<file path="src/rtl/decode_pipe_pkg.sv">
// ---------------------------------------------------------------
// decode_pipe_pkg : shared RV32I decode types and constants
// Rev 1.0
// ---------------------------------------------------------------
`default_nettype none

package decode_pipe_pkg;

  typedef enum logic [2:0] {
    IT_R       = 3'd0,
    IT_I       = 3'd1,
    IT_S       = 3'd2,
    IT_B       = 3'd3,
    IT_U       = 3'd4,
    IT_J       = 3'd5,
    IT_ILLEGAL = 3'd6
  } insn_type_t;

  localparam logic [6:0] OPC_LUI     = 7'b0110111;
  localparam logic [6:0] OPC_AUIPC   = 7'b0010111;
  localparam logic [6:0] OPC_JAL     = 7'b1101111;
  localparam logic [6:0] OPC_JALR    = 7'b1100111;
  localparam logic [6:0] OPC_BRANCH  = 7'b1100011;
  localparam logic [6:0] OPC_LOAD    = 7'b0000011;
  localparam logic [6:0] OPC_STORE   = 7'b0100011;
  localparam logic [6:0] OPC_OPIMM   = 7'b0010011;
  localparam logic [6:0] OPC_OP      = 7'b0110011;
  localparam logic [6:0] OPC_MISCMEM = 7'b0001111;
  localparam logic [6:0] OPC_SYSTEM  = 7'b1110011;

  localparam logic [31:0] INSN_NOP       = 32'h0000_0013;
  localparam logic [31:0] IMEM_BASE_ADDR = 32'h0000_0000;

endpackage

`default_nettype wire

</file>
<file path="src/rtl/decode_pipe_if.sv">
// ---------------------------------------------------------------
// decode_pipe_if : fetch-side and decode-side handshake bundle
// Rev 1.0
// ---------------------------------------------------------------
`default_nettype none

interface decode_pipe_if #(
  parameter int DWIDTH = 32,
  parameter int AWIDTH = 32,
  parameter int DEPTH  = 2
) ();
  import decode_pipe_pkg::*;

  logic                     flush_i;
  logic                     valid_i;
  logic                     ready_o;
  logic [AWIDTH-1:0]        pc_i;
  logic [DWIDTH-1:0]        insn_i;
  logic                     valid_o;
  logic                     ready_i;
  logic [AWIDTH-1:0]        pc_o;
  logic [DWIDTH-1:0]        insn_o;
  logic [6:0]               opcode_o;
  logic [4:0]               rd_o;
  logic [4:0]               rs1_o;
  logic [4:0]               rs2_o;
  logic [2:0]               funct3_o;
  logic [6:0]               funct7_o;
  logic [4:0]               shamt_o;
  logic [DWIDTH-1:0]        imm_o;
  insn_type_t               itype_o;
  logic                     illegal_o;
  logic [$clog2(DEPTH):0]   count_o;

  modport master (
    output flush_i, valid_i, pc_i, insn_i, ready_i,
    input  ready_o, valid_o, pc_o, insn_o, opcode_o, rd_o, rs1_o, rs2_o,
           funct3_o, funct7_o, shamt_o, imm_o, itype_o, illegal_o, count_o
  );

  modport slave (
    input  flush_i, valid_i, pc_i, insn_i, ready_i,
    output ready_o, valid_o, pc_o, insn_o, opcode_o, rd_o, rs1_o, rs2_o,
           funct3_o, funct7_o, shamt_o, imm_o, itype_o, illegal_o, count_o
  );

endinterface

`default_nettype wire

</file>
<file path="src/rtl/decode_pipe_igen.sv">
// ---------------------------------------------------------------
// igen : RV32I sign-extended immediate generator
// Rev 1.0
// ---------------------------------------------------------------
`default_nettype none

module igen
  import decode_pipe_pkg::*;
#(
  parameter int DWIDTH = 32
) (
  input  logic [6:0]        opcode_i,
  input  logic [DWIDTH-1:0] insn_i,
  output logic [DWIDTH-1:0] imm_o
);

  logic [31:0] imm32_d;
  logic        w_unused;

  assign w_unused = ^insn_i[6:0];

  always_comb begin
    imm32_d = '0;
    case (opcode_i)
      OPC_OPIMM, OPC_LOAD, OPC_JALR, OPC_MISCMEM, OPC_SYSTEM:
        imm32_d = {{20{insn_i[31]}}, insn_i[31:20]};
      OPC_STORE:
        imm32_d = {{20{insn_i[31]}}, insn_i[31:25], insn_i[11:7]};
      OPC_BRANCH:
        imm32_d = {{19{insn_i[31]}}, insn_i[31], insn_i[7], insn_i[30:25], insn_i[11:8], 1'b0};
      OPC_LUI, OPC_AUIPC:
        imm32_d = {insn_i[31:12], 12'h000};
      OPC_JAL:
        imm32_d = {{11{insn_i[31]}}, insn_i[31], insn_i[19:12], insn_i[20], insn_i[30:21], 1'b0};
      default:
        imm32_d = '0;
    endcase
  end

  generate
    if (DWIDTH > 32) begin : g_wide
      assign imm_o = {{(DWIDTH-32){imm32_d[31]}}, imm32_d};
    end else begin : g_exact
      assign imm_o = imm32_d[DWIDTH-1:0];
    end
  endgenerate

endmodule

`default_nettype wire

</file>
<file path="src/rtl/decode_pipe.sv">
// ---------------------------------------------------------------
// decode_pipe : small in-order buffer presenting a decoded RV32I head
// Rev 1.0
// ---------------------------------------------------------------
`default_nettype none

module decode_pipe
  import decode_pipe_pkg::*;
#(
  parameter int                DWIDTH   = 32,
  parameter int                AWIDTH   = 32,
  parameter int                DEPTH    = 2,
  parameter logic [AWIDTH-1:0] RESET_PC = AWIDTH'(IMEM_BASE_ADDR)
) (
  input logic         clk,
  input logic         rst,
  decode_pipe_if.slave pipe
);

  localparam int PW = $clog2(DEPTH);

  logic [AWIDTH-1:0] pc_mem_q   [DEPTH];
  logic [DWIDTH-1:0] insn_mem_q [DEPTH];
  logic [PW-1:0]     wptr_q;
  logic [PW-1:0]     rptr_q;
  logic [PW:0]       count_q;

  logic              w_push;
  logic              w_pop;
  logic              w_valid;
  logic [DWIDTH-1:0] w_insn;
  logic [6:0]        w_opcode;
  insn_type_t        w_itype;

  assign w_valid = (count_q != '0);
  assign w_push  = pipe.valid_i && pipe.ready_o && !pipe.flush_i;
  assign w_pop   = w_valid && pipe.ready_i && !pipe.flush_i;

  always_ff @(posedge clk) begin
    if (rst || pipe.flush_i) begin
      wptr_q  <= '0;
      rptr_q  <= '0;
      count_q <= '0;
    end else begin
      if (w_push) wptr_q <= wptr_q + 1'b1;
      if (w_pop)  rptr_q <= rptr_q + 1'b1;
      case ({w_push, w_pop})
        2'b10:   count_q <= count_q + 1'b1;
        2'b01:   count_q <= count_q - 1'b1;
        default: count_q <= count_q;
      endcase
    end
  end

  // Storage is left unreset; pointers and count alone define occupancy.
  always_ff @(posedge clk) begin
    if (!rst && w_push) begin
      pc_mem_q[wptr_q]   <= pipe.pc_i;
      insn_mem_q[wptr_q] <= pipe.insn_i;
    end
  end

  assign w_insn   = w_valid ? insn_mem_q[rptr_q] : DWIDTH'(INSN_NOP);
  assign w_opcode = w_insn[6:0];

  always_comb begin
    w_itype = IT_ILLEGAL;
    case (w_opcode)
      OPC_OP:                                                   w_itype = IT_R;
      OPC_OPIMM, OPC_LOAD, OPC_JALR, OPC_MISCMEM, OPC_SYSTEM:   w_itype = IT_I;
      OPC_STORE:                                                w_itype = IT_S;
      OPC_BRANCH:                                               w_itype = IT_B;
      OPC_LUI, OPC_AUIPC:                                       w_itype = IT_U;
      OPC_JAL:                                                  w_itype = IT_J;
      default:                                                  w_itype = IT_ILLEGAL;
    endcase
  end

  igen #(.DWIDTH(DWIDTH)) u_igen (
    .opcode_i (w_opcode),
    .insn_i   (w_insn),
    .imm_o    (pipe.imm_o)
  );

  assign pipe.ready_o   = (count_q < (PW+1)'(DEPTH));
  assign pipe.valid_o   = w_valid;
  assign pipe.count_o   = count_q;
  assign pipe.pc_o      = w_valid ? pc_mem_q[rptr_q] : RESET_PC;
  assign pipe.insn_o    = w_insn;
  assign pipe.opcode_o  = w_opcode;
  assign pipe.rd_o      = w_insn[11:7];
  assign pipe.funct3_o  = w_insn[14:12];
  assign pipe.rs1_o     = w_insn[19:15];
  assign pipe.rs2_o     = w_insn[24:20];
  assign pipe.shamt_o   = w_insn[24:20];
  assign pipe.funct7_o  = w_insn[31:25];
  assign pipe.itype_o   = w_itype;
  assign pipe.illegal_o = w_valid && (w_itype == IT_ILLEGAL);

endmodule

`default_nettype wire

</file>
<file path="src/flat_wrapper.sv">
// flat-port wrapper written by rule: the top's interface ports become plain ports
module decode_pipe_flat import decode_pipe_pkg::*;
#(
  parameter int                DWIDTH   = 32,
  parameter int                AWIDTH   = 32,
  parameter int                DEPTH    = 2,
  parameter logic [AWIDTH-1:0] RESET_PC = AWIDTH'(IMEM_BASE_ADDR)
)
  (clk, rst, pipe_flush_i, pipe_valid_i, pipe_pc_i, pipe_insn_i, pipe_ready_i, pipe_ready_o, pipe_valid_o, pipe_pc_o, pipe_insn_o, pipe_opcode_o, pipe_rd_o, pipe_rs1_o, pipe_rs2_o, pipe_funct3_o, pipe_funct7_o, pipe_shamt_o, pipe_imm_o, pipe_itype_o, pipe_illegal_o, pipe_count_o);
  decode_pipe_if #(.DWIDTH(DWIDTH), .AWIDTH(AWIDTH), .DEPTH(DEPTH)) pipe_i ();
  input logic clk;
  input logic rst;
  input wire logic [$bits(pipe_i.flush_i)-1:0] pipe_flush_i;
  input wire logic [$bits(pipe_i.valid_i)-1:0] pipe_valid_i;
  input wire logic [$bits(pipe_i.pc_i)-1:0] pipe_pc_i;
  input wire logic [$bits(pipe_i.insn_i)-1:0] pipe_insn_i;
  input wire logic [$bits(pipe_i.ready_i)-1:0] pipe_ready_i;
  output wire logic [$bits(pipe_i.ready_o)-1:0] pipe_ready_o;
  output wire logic [$bits(pipe_i.valid_o)-1:0] pipe_valid_o;
  output wire logic [$bits(pipe_i.pc_o)-1:0] pipe_pc_o;
  output wire logic [$bits(pipe_i.insn_o)-1:0] pipe_insn_o;
  output wire logic [$bits(pipe_i.opcode_o)-1:0] pipe_opcode_o;
  output wire logic [$bits(pipe_i.rd_o)-1:0] pipe_rd_o;
  output wire logic [$bits(pipe_i.rs1_o)-1:0] pipe_rs1_o;
  output wire logic [$bits(pipe_i.rs2_o)-1:0] pipe_rs2_o;
  output wire logic [$bits(pipe_i.funct3_o)-1:0] pipe_funct3_o;
  output wire logic [$bits(pipe_i.funct7_o)-1:0] pipe_funct7_o;
  output wire logic [$bits(pipe_i.shamt_o)-1:0] pipe_shamt_o;
  output wire logic [$bits(pipe_i.imm_o)-1:0] pipe_imm_o;
  output wire logic [$bits(pipe_i.itype_o)-1:0] pipe_itype_o;
  output wire logic [$bits(pipe_i.illegal_o)-1:0] pipe_illegal_o;
  output wire logic [$bits(pipe_i.count_o)-1:0] pipe_count_o;
  assign pipe_i.flush_i = pipe_flush_i;
  assign pipe_i.valid_i = pipe_valid_i;
  assign pipe_i.pc_i = pipe_pc_i;
  assign pipe_i.insn_i = pipe_insn_i;
  assign pipe_i.ready_i = pipe_ready_i;
  assign pipe_ready_o = pipe_i.ready_o;
  assign pipe_valid_o = pipe_i.valid_o;
  assign pipe_pc_o = pipe_i.pc_o;
  assign pipe_insn_o = pipe_i.insn_o;
  assign pipe_opcode_o = pipe_i.opcode_o;
  assign pipe_rd_o = pipe_i.rd_o;
  assign pipe_rs1_o = pipe_i.rs1_o;
  assign pipe_rs2_o = pipe_i.rs2_o;
  assign pipe_funct3_o = pipe_i.funct3_o;
  assign pipe_funct7_o = pipe_i.funct7_o;
  assign pipe_shamt_o = pipe_i.shamt_o;
  assign pipe_imm_o = pipe_i.imm_o;
  assign pipe_itype_o = pipe_i.itype_o;
  assign pipe_illegal_o = pipe_i.illegal_o;
  assign pipe_count_o = pipe_i.count_o;
  decode_pipe #(.DWIDTH(DWIDTH), .AWIDTH(AWIDTH), .DEPTH(DEPTH), .RESET_PC(RESET_PC)) u_core (.clk(clk), .rst(rst), .pipe(pipe_i));
endmodule
</file>
<file path="config.mk">
export PLATFORM = sky130hd
export DESIGN_NAME = decode_pipe_flat
export DESIGN_NICKNAME = d
export VERILOG_FILES = /design/src/rtl/decode_pipe_pkg.sv /design/src/rtl/decode_pipe_if.sv /design/src/rtl/decode_pipe_igen.sv /design/src/rtl/decode_pipe.sv /design/src/flat_wrapper.sv
export SDC_FILE = /design/constraint.sdc
export NUM_CORES = 1
export LEC_CHECK = 0
export ABC_AREA = 1
export BUFFER_PORTS_ARGS = -buffer_cell sky130_fd_sc_hd__buf_2
export CORE_AREA = 2 2 110 112
export DETAILED_ROUTE_END_ITERATION = 16
export DIE_AREA = 0 0 112 114
export PLACE_DENSITY = 0.94
export SLEW_MARGIN = 15
export SYNTH_ARGS = -nofsm -noshare
export SYNTH_HDL_FRONTEND = slang
export SYNTH_SLANG_ARGS = --single-unit
</file>
<file path="constraint.sdc">
create_clock -name clk -period 10.5 [get_ports clk]
set_input_delay 0.525 -clock clk [delete_from_list [all_inputs] [get_ports clk]]
set_output_delay 0.525 -clock clk [all_outputs]
set_load 0.05 [all_outputs]
</file>
After elaboration in Yosys (flattened, before gate mapping):

Memories as Yosys holds them, arrays and structs flattened. A register that Yosys moved wholly into a read port is not among the register bits.
Index checks and enable logic that the tools add are counted.

* logic and storage cells: 48
* input bits: 69
* output and inout bits: 141
* register bits after elaboration: 4
* memory bits (writable): 128
* memories: 2

* order comparisons: 1
* reduce and logical (&&, ||, !) cells: 13
* mux-type cells: 11
* add/sub/neg operators: 4
* equality and inequality tests: 14

Memories
* u_core.insn_mem_q: depth 2, bits a word 32, read ports 1, clocked after memory_dff 1, write ports 1, line decode_pipe.sv:23 `logic [DWIDTH-1:0] insn_mem_q [DEPTH];`
* u_core.pc_mem_q: depth 2, bits a word 32, read ports 1, clocked after memory_dff 1, write ports 1, line decode_pipe.sv:22 `logic [AWIDTH-1:0] pc_mem_q [DEPTH];`

Operators with widths (number)
* case mux 32 bit (5 select lines): 1
* 2-to-1 mux 32 bit: 2
* == test 7 bit, second input constant: 4
* == test 7 x 6 -> 1 bit, second input constant: 3
* case mux 3 bit (6 select lines): 1
* == test 7 x 5 -> 1 bit, second input constant: 2
* == test 7 x 2 -> 1 bit, second input constant: 1
* == test 7 x 4 -> 1 bit, second input constant: 1
* logical AND 1 bit: 6
* 2-to-1 mux 1 bit: 6
* OR reduction 5 bit: 1
* case mux 2 bit (2 select lines): 1
* nonzero test 2 bit: 2
* == test 3 bit, second input constant: 1
* adder 1 bit, second input constant: 2
* adder 2 x 1 -> 2 bit, second input constant: 1
* == test 2 x 1 -> 1 bit, second input constant: 1
* == test 2 bit, second input constant: 1
* logical NOT 1 bit: 2
* < comparator 2 bit, second input constant: 1
* OR reduction 2 bit: 1
* subtractor 2 x 1 -> 2 bit, second input constant: 1
* logical OR 1 bit: 1

Longest topological paths before layout:

Gate-level depths: netlist of run 1.

* depth after elaboration: 7
* mapped depth: 12

Modules after synthesis:

From an unflattened synthesis of run 1, not the netlist that was laid out.

* cells, all modules: 685
* area, all modules: 6503.7 um2

By module, submodules not included
* decode_pipe: sequential area each 3943.8 um2, cells an instance 466, instances 1, area each 5529.1 um2
* igen: sequential area each 0.0 um2, cells an instance 219, instances 1, area each 974.7 um2

Worst setup path after synthesis of run 1:

Ideal clock, no wire load.

* kind: register to register
* from: register u_core.count_q[1], in the netlist u_core.pipe.count_o[1]
* to: memory u_core.insn_mem_q[0][0], enable pin
* arrival time: 5115 ps
* library setup time: 565 ps
* path buffers: 0
* clock period less this slack: 5680 ps
* stages on the path, launching flop included: 4
* required time: 9935 ps
* slack: 4820 ps
* path through: dfxtp_1 nor2_1 nand2_1 nor3_1

* word-level cells in the longest chain between the ends: 6

RTL lines
* start, declared: line decode_pipe.sv:26 `logic [PW:0] count_q;`
* start signal, assigned: line decode_pipe.sv:48 `2'b10: count_q <= count_q + 1'b1;`
* start signal, assigned: line decode_pipe.sv:49 `2'b01: count_q <= count_q - 1'b1;`
* start signal, assigned: line decode_pipe.sv:50 `default: count_q <= count_q;`
* < comparator 2 bit: line decode_pipe.sv:85 `assign pipe.ready_o = (count_q < (PW+1)'(DEPTH));`
* logical AND 1 bit (2 in series): line decode_pipe.sv:36 `assign w_push = pipe.valid_i && pipe.ready_o && !pipe.flush_i;`
* logical AND 1 bit: line decode_pipe.sv:57 `if (!rst && w_push) begin`
* 2-to-1 mux 1 bit: line decode_pipe.sv:57
* 2-to-1 mux 1 bit (implied by the code): line decode_pipe.sv:59 `insn_mem_q[wptr_q] <= pipe.insn_i;`
* end, declared: line decode_pipe.sv:23

No other way between the ends.

==> metrics.csv, run 1 <==
stage,metric,value,unit
status,status,finished clean,
final_layout,layout-drive-gt1-share,35.8,%
final_layout,n_antenna_cell,0,
worst_setup_path,crit_path_start_kind,flop,
synth,syn_avg_cell_area,10.7,µm²
clock_network,insertion_delay,0.41,ns
synth,ys_seq_area_share,64.4,%
clock_network,cts_hold_buf,0,
synth,netlist_area,0.00613,mm²
floorplan,core,0.0117,mm²
synth,syn_inst,571,
worst_setup_path,cp.required,9.98,ns
sta,rsz0062_at_grt,no,
final_layout,nNetsFinal,809,
final_layout,final_cells,899,
synth,ys_warn_count,0,
job,drv_cap,0,
sta,hold_viol_final,0,
synth,synth-seq-cells,133,
sta,fin_setup_tns,0,ns
synth,synth_top_cell_area_share,62.7,%
worst_setup_path,crit_path_end_kind,primary output,
clock_network,cts.clk_slew.worst_paths,0.06,ns
route,via_count,4792,
synth,synth_flop_cell,edfxtp_1,
floorplan,io_pins,210,
synth,synth_fp_nets,641,
placement,place_hpwl,10.2,mm
synth,synthArstFlopShare,0,%
clock_network,cts_root_buf,clkbuf_16,
synth,synthTopCellsByArea,"edfxtp_1 63%, nand2_1 12%, buf_4 5.0%, a21oi_1 4.8%, nand3_1 2.4%",
synth,synth_edf_count,128,
route,wire_per_inst,16.6,µm
route,drc,0,
clock_network,cts_inserted_buffers,17,
placement,place_inst,867,
sta,finalSetupViolations,0,
synth,synth_area_leader_cell,edfxtp_1,
floorplan,die_height,114,µm
placement,globalplace.congestion,0.869,
route,via_per_inst,5.33,
global_routing,grt_usage,23.1,%
placement,io_buffers,209,
sta,fin_crit_sh,39.1,%
synth,yosys-top-cells-count,"194 x nand2_1, 128 x edfxtp_1, 59 x a21oi_1",
global_routing,grt_max_degree,68,
clock_network,htree_num_levels,4,
synth,synth_most_common_cell,nand2_1,
final_layout,areaGrowthSynthToFinish,22.7,%
clock_network,cts_setup_buffers,0,
floorplan,dieArea,0.0128,mm²
pwr,vdd_drop_max,0.117,mV
floorplan,start_util,52.3,%
worst_setup_path,critPathArrivalTime,3.58,ns
floorplan,die_w,112,µm
clock_network,cts_tree,yes,
pwr,leakage,3.44,nW
route,drt_iter0_drc,432,
sta,slew_headroom,40.5,%
global_routing,grt-ovfl-total,0,
global_routing,grt_pass1_wl,22.3,mm
pwr,power.total,0.00126,W
worst_setup_path,criticalPathCategory,flop to primary output,
final_layout,fillers,916,
sta,fin_crit,4.11,ns
clock_network,cts_buffer_depth,2,
route,antenna_left,0,
route,drt-total-wl,14.9,mm
sta,fin_skew,0.00740,ns
global_routing,antenna_found_initial,0,
worst_setup_path,path_max_fanout,67,
clock_network,clock_sinks,133,
global_routing,grt_pass1_vias,4520,
pwr,power_density,168,mW/mm²
clock_network,cts_resized,0,
sta,tightestPinTransition,0.892,ns
sta,maxSlewViolCount,0,
sta,fmax,0.244,GHz
min_path,hold_path_class,primary input to flop,
route,drtPass1Iterations,5,
floorplan,rows,40,
synth,ys_types,30,
==> layout by cell type (no fill, tap or decap) <==
master        n
clkinv_1      2
buf_4         5
clkbuf_16    17
a21boi_0      6
nand3_1      29
bufinv_16     1
nand2_1     194
nor2_2        2
dfxtp_2       1
nor3_2        3
inv_4         1
inv_6         5
nor3_4        1
nand3_2       4
o21ai_0       4
nor2_8        1
nor3_1        2
inv_1        13
o21a_1        1
ha_1          1
clkinvlp_4    2
a21oi_1      59
clkinv_2      3
nand4_1       3
nand2_2       4
o21ai_1       1
nand3b_1     18
nor2_1       16
buf_2       209
nand2_4       3
dfxtp_1       4
clkinv_4      2
edfxtp_1    128
o21bai_1      2
inv_2         5
==> per-stage QoR <==
step	hold slack, ns	setup slack [ns]	area (µm²)	utilization, %
after CTS	0.289	6.36	7520	64.2
after floorplan	0.447	4.82	6130	-
final	0.303	6.39	7520	64.2
after global routing	0.288	6.09	7520	64.2
after global placement	0.450	6.89	6960	59.4
after detailed placement	0.470	6.79	6960	59.4
==> routing by layer <==
| metal | track usage [%] | vias to the layer above | wire (µm) |
|---|---|---|---|
| met3 | 5.69 | 36 | 1220 |
| met1 | 27.0 | 2233 | 5500 |
| met2 | 40.5 | 271 | 7740 |
| met5 | 0 | - | 0 |
| li1 | - | 2252 | - |
| met4 | 10.9 | 0 | 418 |
==> cell families (layout without fill, tap and decap cells) <==
group | Yosys count | after routing | synth area share [%]
AO/OA/AOI/OAI | 73 | 73 | 6.33
adder cells (fa/ha/maj) | 1 | 1 | 0.204
buffers and inverters | 84 | 265 | 8.45
flip-flops | 133 | 133 | 64.4
AND/OR/NAND/NOR | 280 | 280 | 20.6
==> final timing paths <==
path	from	end	slack, ns	depth (start not counted)
worst max-delay path	flop	pipe_imm_o[27]	6.39	10
worst min-delay path	pipe_pc_i[31]	u_core.pc_mem_q[1][31]	0.30	1
worst max register to register	u_core.pipe.count_o[1]	u_core.insn_mem_q[0][12]	8.66	4
worst min register to register	u_core.rptr_q	flop	0.48	2
==> flip-flops by register name, summed over array words and instances, names as in the netlist, named ones only <==
register and flops:
u_core.wptr_q 1, u_core.pc_mem_q 64, u_core.pipe.count_o 2, u_core.rptr_q 1, u_core.insn_mem_q 64
==> area by class of cell <==
type	instances	area, µm²	area share [%]
Sequential cell	133	3950	52.5
Clock buffer	17	425	5.66
Tap cell	147	184	2.45
Inverter	19	73.8	0.982
Multi-Input combinational cell	354	1680	22.3
Timing Repair Buffer	214	1080	14.4
Clock inverter	15	129	1.71
==> critical path: stages (launching register included) <==
cell,delay [ns]
dfxtp_2,0.31
buf_4,0.55
inv_2,0.43
nand2_1,0.18
nand4_1,0.12
nor2_2,0.38
nand2_1,0.16
nand3_2,0.26
nand2_2,0.30
nand3b_1,0.19
buf_2,0.28
==> where the power goes <==
group	leakage [nW]	internal (W)	switching [W]
clock network	0.270	0.000326	0.000218
registers	1.20	0.000592	0.00000258
logic	1.97	0.0000281	0.0000978
total	3.44	0.000947	0.000318
No activity file was read; power rests on OpenSTA's default activity.
==> inputs of run 2 (changes only) <==
CORE_AREA = 2 2 119 121   (was 2 2 110 112)
DIE_AREA = 0 0 121 123   (was 0 0 112 114)
PLACE_DENSITY = 0.86   (was 0.94)
clock period = 3.4 ns   (was 10.5 ns; I/O delays follow)
==> metrics.csv, run 2 (synthesis gave the netlist of run 1 again) <==
stage,metric,value,unit,change
status,status,finished clean,,
global_routing,grt_usage,22.4,%,-0.71 points
final_layout,n_antenna_cell,0,,unchanged
floorplan,io_pins,210,,unchanged
floorplan,rows,43,,+7.5%
floorplan,dieArea,0.0149,mm²,+17%
sta,slew_headroom,39.2,%,-1.3 points
worst_setup_path,criticalPathCategory,flop to primary output,,
sta,fin_crit,3.07,ns,
global_routing,grt_pass1_vias,4837,,+7.0%
clock_network,cts_setup_buffers,0,,unchanged
global_routing,grt_max_degree,65,,-4.4%
floorplan,core,0.0136,mm²,+16%
final_layout,fillers,1071,,+17%
final_layout,final_cell_mix,"209 x buf_2, 194 x nand2_1, 128 x edfxtp_1, 64 x dlygate4sd3_1, 59 x a21oi_1",,
sta,fin_crit_sh,90.4,%,
sta,fin_setup_tns,0,ns,unchanged
placement,place_hpwl,10.2,mm,-0.94%
worst_setup_path,path_max_fanout,33,,-51%
pwr,switching_share,26.1,%,+0.99 points
worst_setup_path,cpMostUsedCell,inv_2,,
worst_setup_path,timing.rr.start,u_core.pipe.count_o[1],,
final_layout,postLayoutCellArea,0.00830,mm²,+10%
pwr,power_density,502,mW/mm²,+200%
sta,rsz0062_at_grt,no,,
sta,hold_viol_final,0,,unchanged
worst_setup_path,crit_path_end_kind,primary output,,
pwr,leakage,3.75,nW,+8.8%
clock_network,cts_tree,yes,,
final_layout,layout-drive-gt1-share,33.5,%,-2.3 points
global_routing,grt-ovfl-total,0,,unchanged
route,drtPass1Iterations,5,,unchanged
pwr,seq_power_share,44.1,%,-2.9 points
worst_setup_path,cp_cell_sequence,inv_2 > nand2_4 > inv_2 > buf_4 > a21oi_1 > nand3_1 > nand2_1 > nand3b_1 > buf_2,,
sta,maxSlewViolCount,0,,unchanged
worst_setup_path,path_delay_family,buffers and inverters,,
clock_network,cts_inserted_buffers,17,,unchanged
placement,io_buffers,209,,unchanged
clock_network,clock_sinks,133,,unchanged
floorplan,die_height,123,µm,+7.9%
placement,globalplace.congestion,0.926,,+6.5%
sta,hold_slack,0.113,ns,-0.191 ns
floorplan,die_w,121,µm,+8.0%
clock_network,htree_num_levels,4,,unchanged
worst_setup_path,crit_path_start_kind,flop,,
clock_network,cts.clk_slew.worst_paths,0.06,ns,about the same
job,drv_cap,0,,unchanged
min_path,holdCritStartpoint,pipe_flush_i,,
placement,place_worst_setup_slack,0.679,ns,-6.11 ns
worst_setup_path,critPathArrivalTime,2.90,ns,-0.68 ns
pwr,vdd_drop_max,0.370,mV,+220%
floorplan,start_util,45.0,%,-7.3 points
global_routing,grt_pass1_wl,25.4,mm,+14%
sta,fmax,0.325,GHz,
route,via_count,5074,,+5.9%
pwr,p_clk_share,45.0,%,+2.0 points
sta,setup_ws,0.327,ns,-6.07 ns
worst_setup_path,slowest_delay,0.55,ns,about the same
min_path,hold_depth,4,,+3
clock_network,insertion_delay,0.41,ns,about the same
worst_setup_path,rr_endpoint,u_core.insn_mem_q[1][17],,
worst_setup_path,reg2reg_slack,1.46,ns,-7.20 ns
worst_setup_path,path_buf_inv,4,,+1
final_layout,areaGrowthSynthToFinish,35.4,%,
route,via_per_inst,5.08,,-4.7%
pwr,pwr-share-comb,10.9,%,+0.9 points
worst_setup_path,cp_slowest_cell,a21oi_1,,
final_layout,nNetsFinal,876,,+8.3%
route,wire_per_inst,16.6,µm,+0.47%
sta,fin_skew,0.00665,ns,-0.000747 ns
pwr,power.total,0.00417,W,+230%
min_path,min_to,u_core.pipe.count_o[0],,
sta,finalSetupViolations,0,,unchanged
final_layout,final_common_cell,buf_2,,
route,drt_iter0_drc,459,,+6.3%
min_path,hold_path_class,primary input to flop,,
worst_setup_path,reg2regPathDepth,4,,unchanged
worst_setup_path,cp.required,3.23,ns,-6.75 ns
global_routing,antenna_found_initial,0,,unchanged
clock_network,cts_buffer_depth,2,,unchanged
pwr,p_int,0.00308,W,+230%
pwr,p_switching,0.00109,W,+240%
route,antenna_left,0,,unchanged
route,drt-total-wl,16.6,mm,+12%
route,drc,0,,unchanged
clock_network,cts_root_buf,clkbuf_16,,
placement,postPlaceCellArea,0.00704,mm²,+1.1%
sta,tightestPinTransition,0.912,ns,+0.0192 ns
## run 2: tightest hold or removal path, stage by stage
cell and delay [ns]:
buf_2 0.10, nor2_1 0.07, inv_1 0.08, a21oi_1 0.05
## run 2: through the flow
step	utilization [%]	cells
floorplan	-	571
global placement	51.7	903
detailed placement	51.7	903
CTS	60.9	999
global route	60.9	999
finish	60.9	999
## run 2: routing by layer
metal | GRT usage (%) | routed length [µm] | vias up
met5 | 0 | 0 | -
met4 | 8.07 | 415 | 0
met3 | 5.86 | 1220 | 37
met2 | 37.9 | 8360 | 260
met1 | 27.9 | 6620 | 2386
li1 | - | - | 2391
## run 2: cell type report
class / instances / area, µm² / area share, %
flip-flops and latches: 133 / 3950 / 47.6
repair buffers: 281 / 1750 / 21.1
multi-input cells: 354 / 1690 / 20.4
clock buffers: 17 / 425 / 5.13
well taps: 180 / 225 / 2.71
clock inverters: 15 / 186 / 2.25
inverters: 19 / 73.8 / 0.890
## run 2: power by group through the flow
stage,clock (W),sequential [W],combinational (W)
detailed placement,0,0.00187,0.000391
global placement,0,0.00187,0.000385
global route,0.00197,0.00184,0.000483
finish,0.00188,0.00184,0.000456
CTS,0.00190,0.00184,0.000450
floorplan,0,0.00187,0.000284
## run 2: worst max path at each step
stage / startpoint / slack [ns] / endpoint / cells after the start
2_1_floorplan: u_core.pipe.count_o[1] / -0.34 / u_core.insn_mem_q[0][0] / 3
3_3_place_gp: u_core.pipe.count_o[0] / 0.76 / pipe_imm_o[29] / 10
3_5_place_dp: u_core.pipe.count_o[0] / 0.68 / pipe_imm_o[27] / 10
4_1_cts: u_core.pipe.count_o[0] / 0.22 / pipe_imm_o[29] / 10
5_1_grt: flop / 0.09 / pipe_imm_o[23] / 11
6_report: u_core.pipe.count_o[0] / 0.33 / pipe_imm_o[30] / 9
## run 2: timing repair
item	4_1_cts	5_1_grt
hold endpoints to repair	128	0
gates resized for setup	0	1
hold buffers	64	0
endpoints found under the setup margin	0	14
